===== config.mk =====
export PLATFORM = sky130hd
export DESIGN_NAME = servile_wb_loader
export DESIGN_NICKNAME = d
export VERILOG_FILES = /design/src/rtl/servile_loader_pkg.sv /design/src/rtl/servile_byte_packer.sv /design/src/rtl/servile_wb_loader.sv
export SDC_FILE = /design/constraint.sdc
export NUM_CORES = 1
export LEC_CHECK = 0
export CAP_MARGIN = 30
export CORE_AREA = 5 5 88 90
export CTS_CLUSTER_DIAMETER = 200
export DETAILED_ROUTE_END_ITERATION = 6
export DIE_AREA = 0 0 93 95
export PLACE_DENSITY = 0.79
export REMOVE_ABC_BUFFERS = 1
export SLEW_MARGIN = 15
export SYNTH_ARGS = -nofsm -noshare
export SYNTH_HDL_FRONTEND = slang
export SYNTH_SLANG_ARGS = --single-unit

===== constraint.sdc =====
create_clock -name i_clk -period 2.1 [get_ports i_clk]
set_clock_uncertainty 0.2 [all_clocks]
set_input_delay 0.42 -clock i_clk [delete_from_list [all_inputs] [get_ports i_clk]]
set_output_delay 0.42 -clock i_clk [all_outputs]
set_load 0.01 [all_outputs]

===== src/rtl/servile_loader_pkg.sv =====
// Shared definitions for the program-SRAM boot loader: FSM encoding and
// the fixed Wishbone byte-select pattern.
package servile_loader_pkg;

    typedef enum logic [2:0] {
        ST_IDLE    = 3'd0,
        ST_COLLECT = 3'd1,
        ST_WRITE   = 3'd2,
        ST_READ    = 3'd3,
        ST_DONE    = 3'd4
    } state_e;

    localparam logic [3:0] SEL_ALL = 4'hF;

endpackage


===== src/rtl/servile_byte_packer.sv =====
// Packs four accepted stream bytes little-endian into one 32-bit word.
// word_full flags the cycle in which the fourth byte is being accepted.
module servile_byte_packer (
    input  logic        clk,
    input  logic        rst,
    input  logic        clear,
    input  logic        accept,
    input  logic [7:0]  byte_in,
    output logic [31:0] word,
    output logic        word_full
);

    logic [1:0]  cnt_q,  cnt_d;
    logic [31:0] word_q, word_d;

    always_comb begin
        cnt_d  = cnt_q;
        word_d = word_q;
        if (clear) begin
            cnt_d = 2'd0;
        end else if (accept) begin
            case (cnt_q)
                2'd0:    word_d[7:0]   = byte_in;
                2'd1:    word_d[15:8]  = byte_in;
                2'd2:    word_d[23:16] = byte_in;
                default: word_d[31:24] = byte_in;
            endcase
            cnt_d = cnt_q + 2'd1;
        end
    end

    always_ff @(posedge clk or posedge rst) begin
        if (rst) begin
            cnt_q  <= 2'd0;
            word_q <= 32'd0;
        end else begin
            cnt_q  <= cnt_d;
            word_q <= word_d;
        end
    end

    assign word      = word_q;
    assign word_full = accept & ~clear & (cnt_q == 2'd3);

endmodule


===== src/rtl/servile_wb_loader.sv =====
// Wishbone initiator that fills the program half of the shared SRAM from a
// byte stream, optionally reading each word back and flagging the first mismatch.
module servile_wb_loader
    import servile_loader_pkg::*;
#(
    parameter int unsigned depth   = 256,
    parameter int unsigned aw      = $clog2(depth),
    parameter int unsigned n_words = depth / 8,
    parameter bit          verify  = 1'b1
) (
    input  logic          i_clk,
    input  logic          i_rst,
    input  logic          i_start,
    input  logic          i_byte_valid,
    input  logic [7:0]    i_byte,
    output logic          o_byte_ready,
    output logic [aw-3:0] o_wb_adr,
    output logic [31:0]   o_wb_dat,
    output logic [3:0]    o_wb_sel,
    output logic          o_wb_we,
    output logic          o_wb_stb,
    input  logic [31:0]   i_wb_rdt,
    input  logic          i_wb_ack,
    output logic          o_busy,
    output logic          o_done,
    output logic          o_err,
    output logic [aw-3:0] o_err_adr
);

    localparam int unsigned ADR_W = aw - 2;
    localparam logic [ADR_W-1:0] LAST_ADR = ADR_W'(n_words - 1);

    state_e           state_q, state_d;
    logic [ADR_W-1:0] adr_q, adr_d;
    logic [ADR_W-1:0] err_adr_q, err_adr_d;
    logic             stb_q, stb_d;
    logic             we_q, we_d;
    logic             ready_q, ready_d;
    logic             busy_q, busy_d;
    logic             done_q, done_d;
    logic             err_q, err_d;
    logic             advance;

    logic             pk_clear;
    logic             pk_accept;
    logic [31:0]      pk_word;
    logic             pk_full;

    // ready_q is only ever high in COLLECT, so it alone qualifies a byte.
    assign pk_accept = i_byte_valid & ready_q;

    servile_byte_packer u_packer (
        .clk       (i_clk),
        .rst       (i_rst),
        .clear     (pk_clear),
        .accept    (pk_accept),
        .byte_in   (i_byte),
        .word      (pk_word),
        .word_full (pk_full)
    );

    always_comb begin
        state_d   = state_q;
        adr_d     = adr_q;
        err_adr_d = err_adr_q;
        stb_d     = stb_q;
        we_d      = we_q;
        ready_d   = ready_q;
        busy_d    = busy_q;
        done_d    = done_q;
        err_d     = err_q;
        pk_clear  = 1'b0;
        advance   = 1'b0;

        case (state_q)
            ST_IDLE, ST_DONE: begin
                if (i_start) begin
                    adr_d     = '0;
                    err_d     = 1'b0;
                    err_adr_d = '0;
                    done_d    = 1'b0;
                    busy_d    = 1'b1;
                    ready_d   = 1'b1;
                    pk_clear  = 1'b1;
                    state_d   = ST_COLLECT;
                end
            end
            ST_COLLECT: begin
                if (pk_full) begin
                    ready_d = 1'b0;
                    stb_d   = 1'b1;
                    we_d    = 1'b1;
                    state_d = ST_WRITE;
                end
            end
            ST_WRITE: begin
                if (stb_q && i_wb_ack) begin
                    stb_d = 1'b0;
                    we_d  = 1'b0;
                    if (verify) begin
                        state_d = ST_READ;
                    end else begin
                        advance = 1'b1;
                    end
                end
            end
            ST_READ: begin
                // The first READ cycle is the mandatory strobe gap after the write ack.
                if (!stb_q) begin
                    stb_d = 1'b1;
                end else if (i_wb_ack) begin
                    stb_d = 1'b0;
                    if ((i_wb_rdt != pk_word) && !err_q) begin
                        err_d     = 1'b1;
                        err_adr_d = adr_q;
                    end
                    advance = 1'b1;
                end
            end
            default: begin
                state_d = ST_IDLE;
            end
        endcase

        if (advance) begin
            if (adr_q == LAST_ADR) begin
                done_d  = 1'b1;
                busy_d  = 1'b0;
                state_d = ST_DONE;
            end else begin
                adr_d    = adr_q + 1'b1;
                pk_clear = 1'b1;
                ready_d  = 1'b1;
                state_d  = ST_COLLECT;
            end
        end
    end

    always_ff @(posedge i_clk or posedge i_rst) begin
        if (i_rst) begin
            state_q   <= ST_IDLE;
            adr_q     <= '0;
            err_adr_q <= '0;
            stb_q     <= 1'b0;
            we_q      <= 1'b0;
            ready_q   <= 1'b0;
            busy_q    <= 1'b0;
            done_q    <= 1'b0;
            err_q     <= 1'b0;
        end else begin
            state_q   <= state_d;
            adr_q     <= adr_d;
            err_adr_q <= err_adr_d;
            stb_q     <= stb_d;
            we_q      <= we_d;
            ready_q   <= ready_d;
            busy_q    <= busy_d;
            done_q    <= done_d;
            err_q     <= err_d;
        end
    end

    assign o_byte_ready = ready_q;
    assign o_wb_adr     = adr_q;
    assign o_wb_dat     = pk_word;
    assign o_wb_sel     = SEL_ALL;
    assign o_wb_we      = we_q;
    assign o_wb_stb     = stb_q;
    assign o_busy       = busy_q;
    assign o_done       = done_q;
    assign o_err        = err_q;
    assign o_err_adr    = err_adr_q;

endmodule


## Word level (Yosys, flattened, before mapping)

Cells that the tools add are included.
W data, S select, Z words.

| storage, ports and cells | value |
|---|---|
| bits in registers | 55 |
| word-level logic and storage cells | 107 |

| cells by class | value |
|---|---|
| add/subtract/negate cells | 2 |
| equality and inequality tests | 19 |
| mux-type cells | 48 |
| bitwise gates (word level) | 5 |
| reductions and logical operators | 19 |

Operators by type and width:

| cell | count |
|---|---|
| $mux W6 | 8 |
| $ne A32 B32 Y1 | 1 |
| $mux W1 | 27 |
| $reduce_and A3 Y1 | 6 |
| $mux W3 | 5 |
| $ne A2 B2 Y1 const B | 7 |
| $pmux W3 S4 | 1 |
| $pmux W6 S2 | 1 |
| $ne A3 B3 Y1 const B | 3 |
| $add A6 B1 Y6 const B | 1 |
| $eq A3 B2 Y1 const B | 2 |
| $eq A6 B5 Y1 const B | 1 |
| $pmux W1 S2 | 3 |
| $reduce_bool A2 Y1 | 3 |
| $reduce_and A5 Y1 | 1 |
| $eq A2 B2 Y1 const B | 2 |
| $mux W2 | 2 |
| $reduce_and A4 Y1 | 1 |
| $and A1 B1 Y1 | 3 |
| $eq A3 B1 Y1 const B | 1 |
| $eq A3 B3 Y1 const B | 1 |
| $logic_not A3 Y1 | 1 |
| $pmux W1 S3 | 1 |
| $reduce_bool A3 Y1 | 1 |
| other kinds (8) | 10 |

## Depth between registers and ports, before layout

| logic depth | value |
|---|---|
| depth in word-level cells | 12 |
| mapped depth | 6 |
| depth with buffers taken out | 6 |

## Modules after synthesis

From an unflattened synthesis, not the netlist that was laid out.

| unflattened totals | value |
|---|---|
| cells, all modules | 239 |
| area, all modules | 2821.5 sq um |

By module, submodules not included:

| module | times used | cells each | area an instance (sq um) | sequential area each (sq um) |
|---|---|---|---|---|
| servile_byte_packer | 1 | 84 | 1420.1 | 850.8 |
| servile_wb_loader | 1 | 155 | 1401.3 | 525.5 |

## Worst setup path after synthesis

No wires, ideal clock.

| path | value |
|---|---|
| path kind | register to register |
| from | register adr_q[0], in the netlist o_wb_adr[0] |
| to | register u_packer.word_q[0], in the netlist u_packer.word[0] |
| setup time | 125 ps |
| arrival time | 1999 ps |
| data required time | 1775 ps |
| path slack | -224 ps |
| stages on the path, launching flop included | 7 |
| cell sequence | dfrtp_1 > ha_1 > and3_1 > nand3_2 > a211oi_4 > nand2_4 > mux2_4 |

| on the way | value |
|---|---|
| longest elaborated chain between the ends | 5 |

RTL lines:

| element | line | text |
|---|---|---|
| start: declaration | servile_wb_loader.sv:34 | `logic [ADR_W-1:0] adr_q, adr_d;` |
| start signal: assignment | servile_wb_loader.sv:152 | `adr_q <= adr_d;` |
| $eq A6 B5 Y1 | servile_wb_loader.sv:126 | `if (adr_q == LAST_ADR) begin` |
| $mux W1 | servile_wb_loader.sv:126 |  |
| $mux W1 | servile_wb_loader.sv:125 | `if (advance) begin` |
| $not A1 Y1 (no source line) | - |  |
| $reduce_and A3 Y1 (no source line) | - |  |
| end signal: assignment | servile_byte_packer.sv:38 | `word_q <= word_d;` |
| end: declaration | servile_byte_packer.sv:14 | `logic [31:0] word_q, word_d;` |

No other way between the ends.
A chain may end at the register's enable or synchronous reset.

## Worst setup path after layout

| path | value |
|---|---|
| from | input i_wb_rdt[30] |
| to | register err_adr_q[0], in the netlist o_err_adr[0] |

| on the way | value |
|---|---|
| longest elaborated chain between the ends | 4 |

RTL lines:

| element | line | text |
|---|---|---|
| start: declaration | servile_wb_loader.sv:22 | `input logic [31:0] i_wb_rdt,` |
| $ne A32 B32 Y1 | servile_wb_loader.sv:113 | `if ((i_wb_rdt != pk_word) && !err_q) begin` |
| $logic_and A1 B1 Y1 | servile_wb_loader.sv:113 |  |
| $ne A2 B2 Y1 (no source line) | - |  |
| $reduce_and A5 Y1 (no source line) | - |  |
| end signal: assignment | servile_wb_loader.sv:153 | `err_adr_q <= err_adr_d;` |
| end: declaration | servile_wb_loader.sv:35 | `logic [ADR_W-1:0] err_adr_q, err_adr_d;` |

No other way between the ends.

==> results.cfg <==
[global_route]
grt_use_met2_pct = 29.8
grt_use_met3_pct = 5.50
grt_pass1_wl_um = 12000
gr-usage-met1_pct = 22.1
grt_overflow = 0
busiest_layer = met2
grt_start_max_net_pins = 56
grt_use_total_pct = 17.7
grt_pass1_vias = 2394
antenna_found_initial = 0

[detailed_routing]
vias = 2295
vias_per_cell = 4.92
routed_wl_um = 7670
ant_nets = 0
wire_per_inst_um = 16.5
post-route-drc-count = 0
first_pass_iters = 4
first_iter_violations = 53

[clock_network]
clkTransAtPathRegs_ps = 100
htreeDepth = 2
cts-hold-fix-buffers = 0
clk_path_buf_depth = 2
cts_sinks = 55
root_buffer = clkbuf_8
clock_latency_ps = 310
cts_tree = built
cts-buffers-inserted = 5

[pwr]
ir_drop_mv = 0.255
seqPwrFrac_pct = 58.5
power_frac_clock_pct = 32.2
leakagePower_nw = 2.05
internal_power_mw = 1.40
combPwrFrac_pct = 9.3
p_sw_mw = 0.416
powerDensity_nw_per_um2 = 415
p_sw_share_pct = 22.9

[place]
place_congestion = 0.780
io_buffers = 94
dpl.hpwl_um = 6170

[yosys]
syn_area_per_cell_um2 = 11.8
yosysWarnings = 0
synth_top_family_by_area = multiplexers
synth.area.mux_share_pct = 15.7
synth-seq-cells = 55
synth.top_cells.by_count = dfrtp_1 (55), xnor2_1 (34), mux2_2 (27)
synth_xor_area_share_pct = 10.8
yosysSeqAreaShare_pct = 50.0
netlist_instances = 233
synth_compound_area_share_pct = 6.13
synthFlopType = dfrtp_1
synth_area_leaders = dfrtp_1 (50%), mux2_2 (11%), xnor2_1 (11%)
yosys.area.top_type = dfrtp_1
synth_edf_count = 0
synth-simple-area-share_pct = 11.6
synth_area_um2 = 2760
ys_types = 37
yosysMostFrequentCell = dfrtp_1
synthArstFlopShare_pct = 100
synth_top_area_share_pct = 50.0
synth_fa_ha_area_share_pct = 2.72

[setup_path]
endpoint = o_err_adr[0]
end_kind = flop
crit_start = i_wb_rdt[30]
r2r-start = o_wb_adr[1]
cp_slowest_stage_delay_ps = 480
rrSetupSlack_ps = 60
cp_data_required_time_ps = 2100
rr_endpoint = u_packer.word[1]
worstSetupPathType = in -> reg
cp-start-kind = input port
path_cells = clkdlybuf4s50_1 > xnor2_1 > nand4_1 > nor4_4 > buf_4 > a2111oi_4 > buf_6 > mux2i_1
crit_fanout = 6
reg2reg_depth = 7
cpMaxStageDelayCell = clkdlybuf4s50_1
worstPathArrival_ps = 2050

[cells_and_area]
antenna_cells = 0
syn2layout_area_growth_pct = 58.5
fillCellCount = 546
multi_input_area_um2 = 1400
drive_above_1_share_pct = 28.4
ff_latch_area_um2 = 1380
nNetsFinal = 434
fin_util_pct = 62.5

[floorplanning]
core_um2 = 6980
dieArea_um2 = 8840
initial_core_util_pct = 39.5
ios = 99
fp.dieH_um = 95
die_w_um = 93
num_rows = 31

[sta]
drv_slew = 0
max_clock_freq_mhz = 487
period_share_pct = 97.9
rsz0062_at_grt = true
timing.final.hold_violations = 0
whs_ps = 278
setup_viol = 0
min_period_ps = 2060

[run_status]
status = finished clean

[run]
cap_violations = 0

[min_path]
hold_class = in -> async
-- cell type report --
type | instances | share of cell area, %
timing repair buffer | 146 | 31.3
multi-input combinational | 165 | 32.0
inverter | 10 | 0.860
clock inverter | 3 | 0.430
tap | 82 | 2.35
sequential | 55 | 31.5
clock buffer | 5 | 1.58
-- metal layers --
metal	wire length, µm	vias up
met5	0	-
met4	76	0
met3	550	7
met2	3730	90
met1	3320	1104
li1	-	1094
-- state kept, by name, indices dropped and copies added, names as in the netlist --
signal,count
u_packer.cnt_q,2
o_wb_stb,1
o_wb_adr,6
o_done,1
u_packer.word,32
o_busy,1
o_byte_ready,1
o_wb_we,1
state_q,3
o_err,1
o_err_adr,6
-- critical path: cells and delay by family --
| family | cells | cell delay, ps |
|---|---|---|
| compound gates | 1 | 60 |
| xor+xnor | 1 | 120 |
| buf+inv | 3 | 800 |
| mux | 1 | 110 |
| simple gates | 2 | 540 |
-- cell usage in the layout, fill, tap and decap left out, types with 5 or more instances in the layout --
cell type / instances
clkdlybuf4s50_1: 90
mux2_2: 27
inv_1: 9
nor2_1: 7
nand2_1: 21
dfrtp_1: 55
xnor2_1: 31
ha_1: 5
mux2i_1: 6
buf_4: 49
nand3_1: 6
clkbuf_8: 5
nand4_1: 8
o21ai_0: 8
-- power groups by stage --
stage / clock, mW / combinational (mW) / sequential [mW]
after floorplan: 0 / 0.0502 / 1.08
after global placement: 0 / 0.165 / 1.08
after detailed placement: 0 / 0.166 / 1.08
after CTS: 0.607 / 0.168 / 1.06
after global routing: 0.662 / 0.182 / 1.06
final: 0.583 / 0.168 / 1.06
-- metrics by stage --
stage          TNS, ps  instances  area [µm²]  setup WS, ps  power [mW]
2_1_floorplan    -6260        230        2720          -224        1.13
3_3_place_gp    -17420        454        4150          -664        1.25
3_5_place_dp    -18610        454        4150          -732        1.25
4_1_cts              0        464        4280          15.8        1.83
5_1_grt          -10.0        466        4370         -5.00        1.90
6_report             0        466        4370          44.8        1.81
-- worst min-delay path by stage --
stage                     startpoint           endpoint  slack [ps]  cells after the start
after floorplan               o_done             o_done         320                      1
after global placement        o_done             o_done         270                      1
after detailed placement      o_done             o_done         270                      1
after CTS                      i_rst  u_packer.word[15]         290                      3
after global routing           i_rst        o_wb_adr[5]         300                      3
final                          i_rst  u_packer.word[15]         280                      3
-- timing repair --
action / 4_1_cts / 5_1_grt
pin swaps: 4 / 6
gates resized for setup: 5 / 13
endpoints found under the setup margin: 38 / 34
cloned: 0 / 0
buffers inserted: 2 / 2
-- cells by family after synthesis --
kind of cell / count (synthesis)
AO/OA/AOI/OAI: 24
XOR/XNOR: 34
adder cells (fa/ha/maj): 6
buffers and inverters: 16
flip-flops: 55
multiplexers: 38
other: 1
AND/OR/NAND/NOR: 59
(Power assumes the default switching activity.)
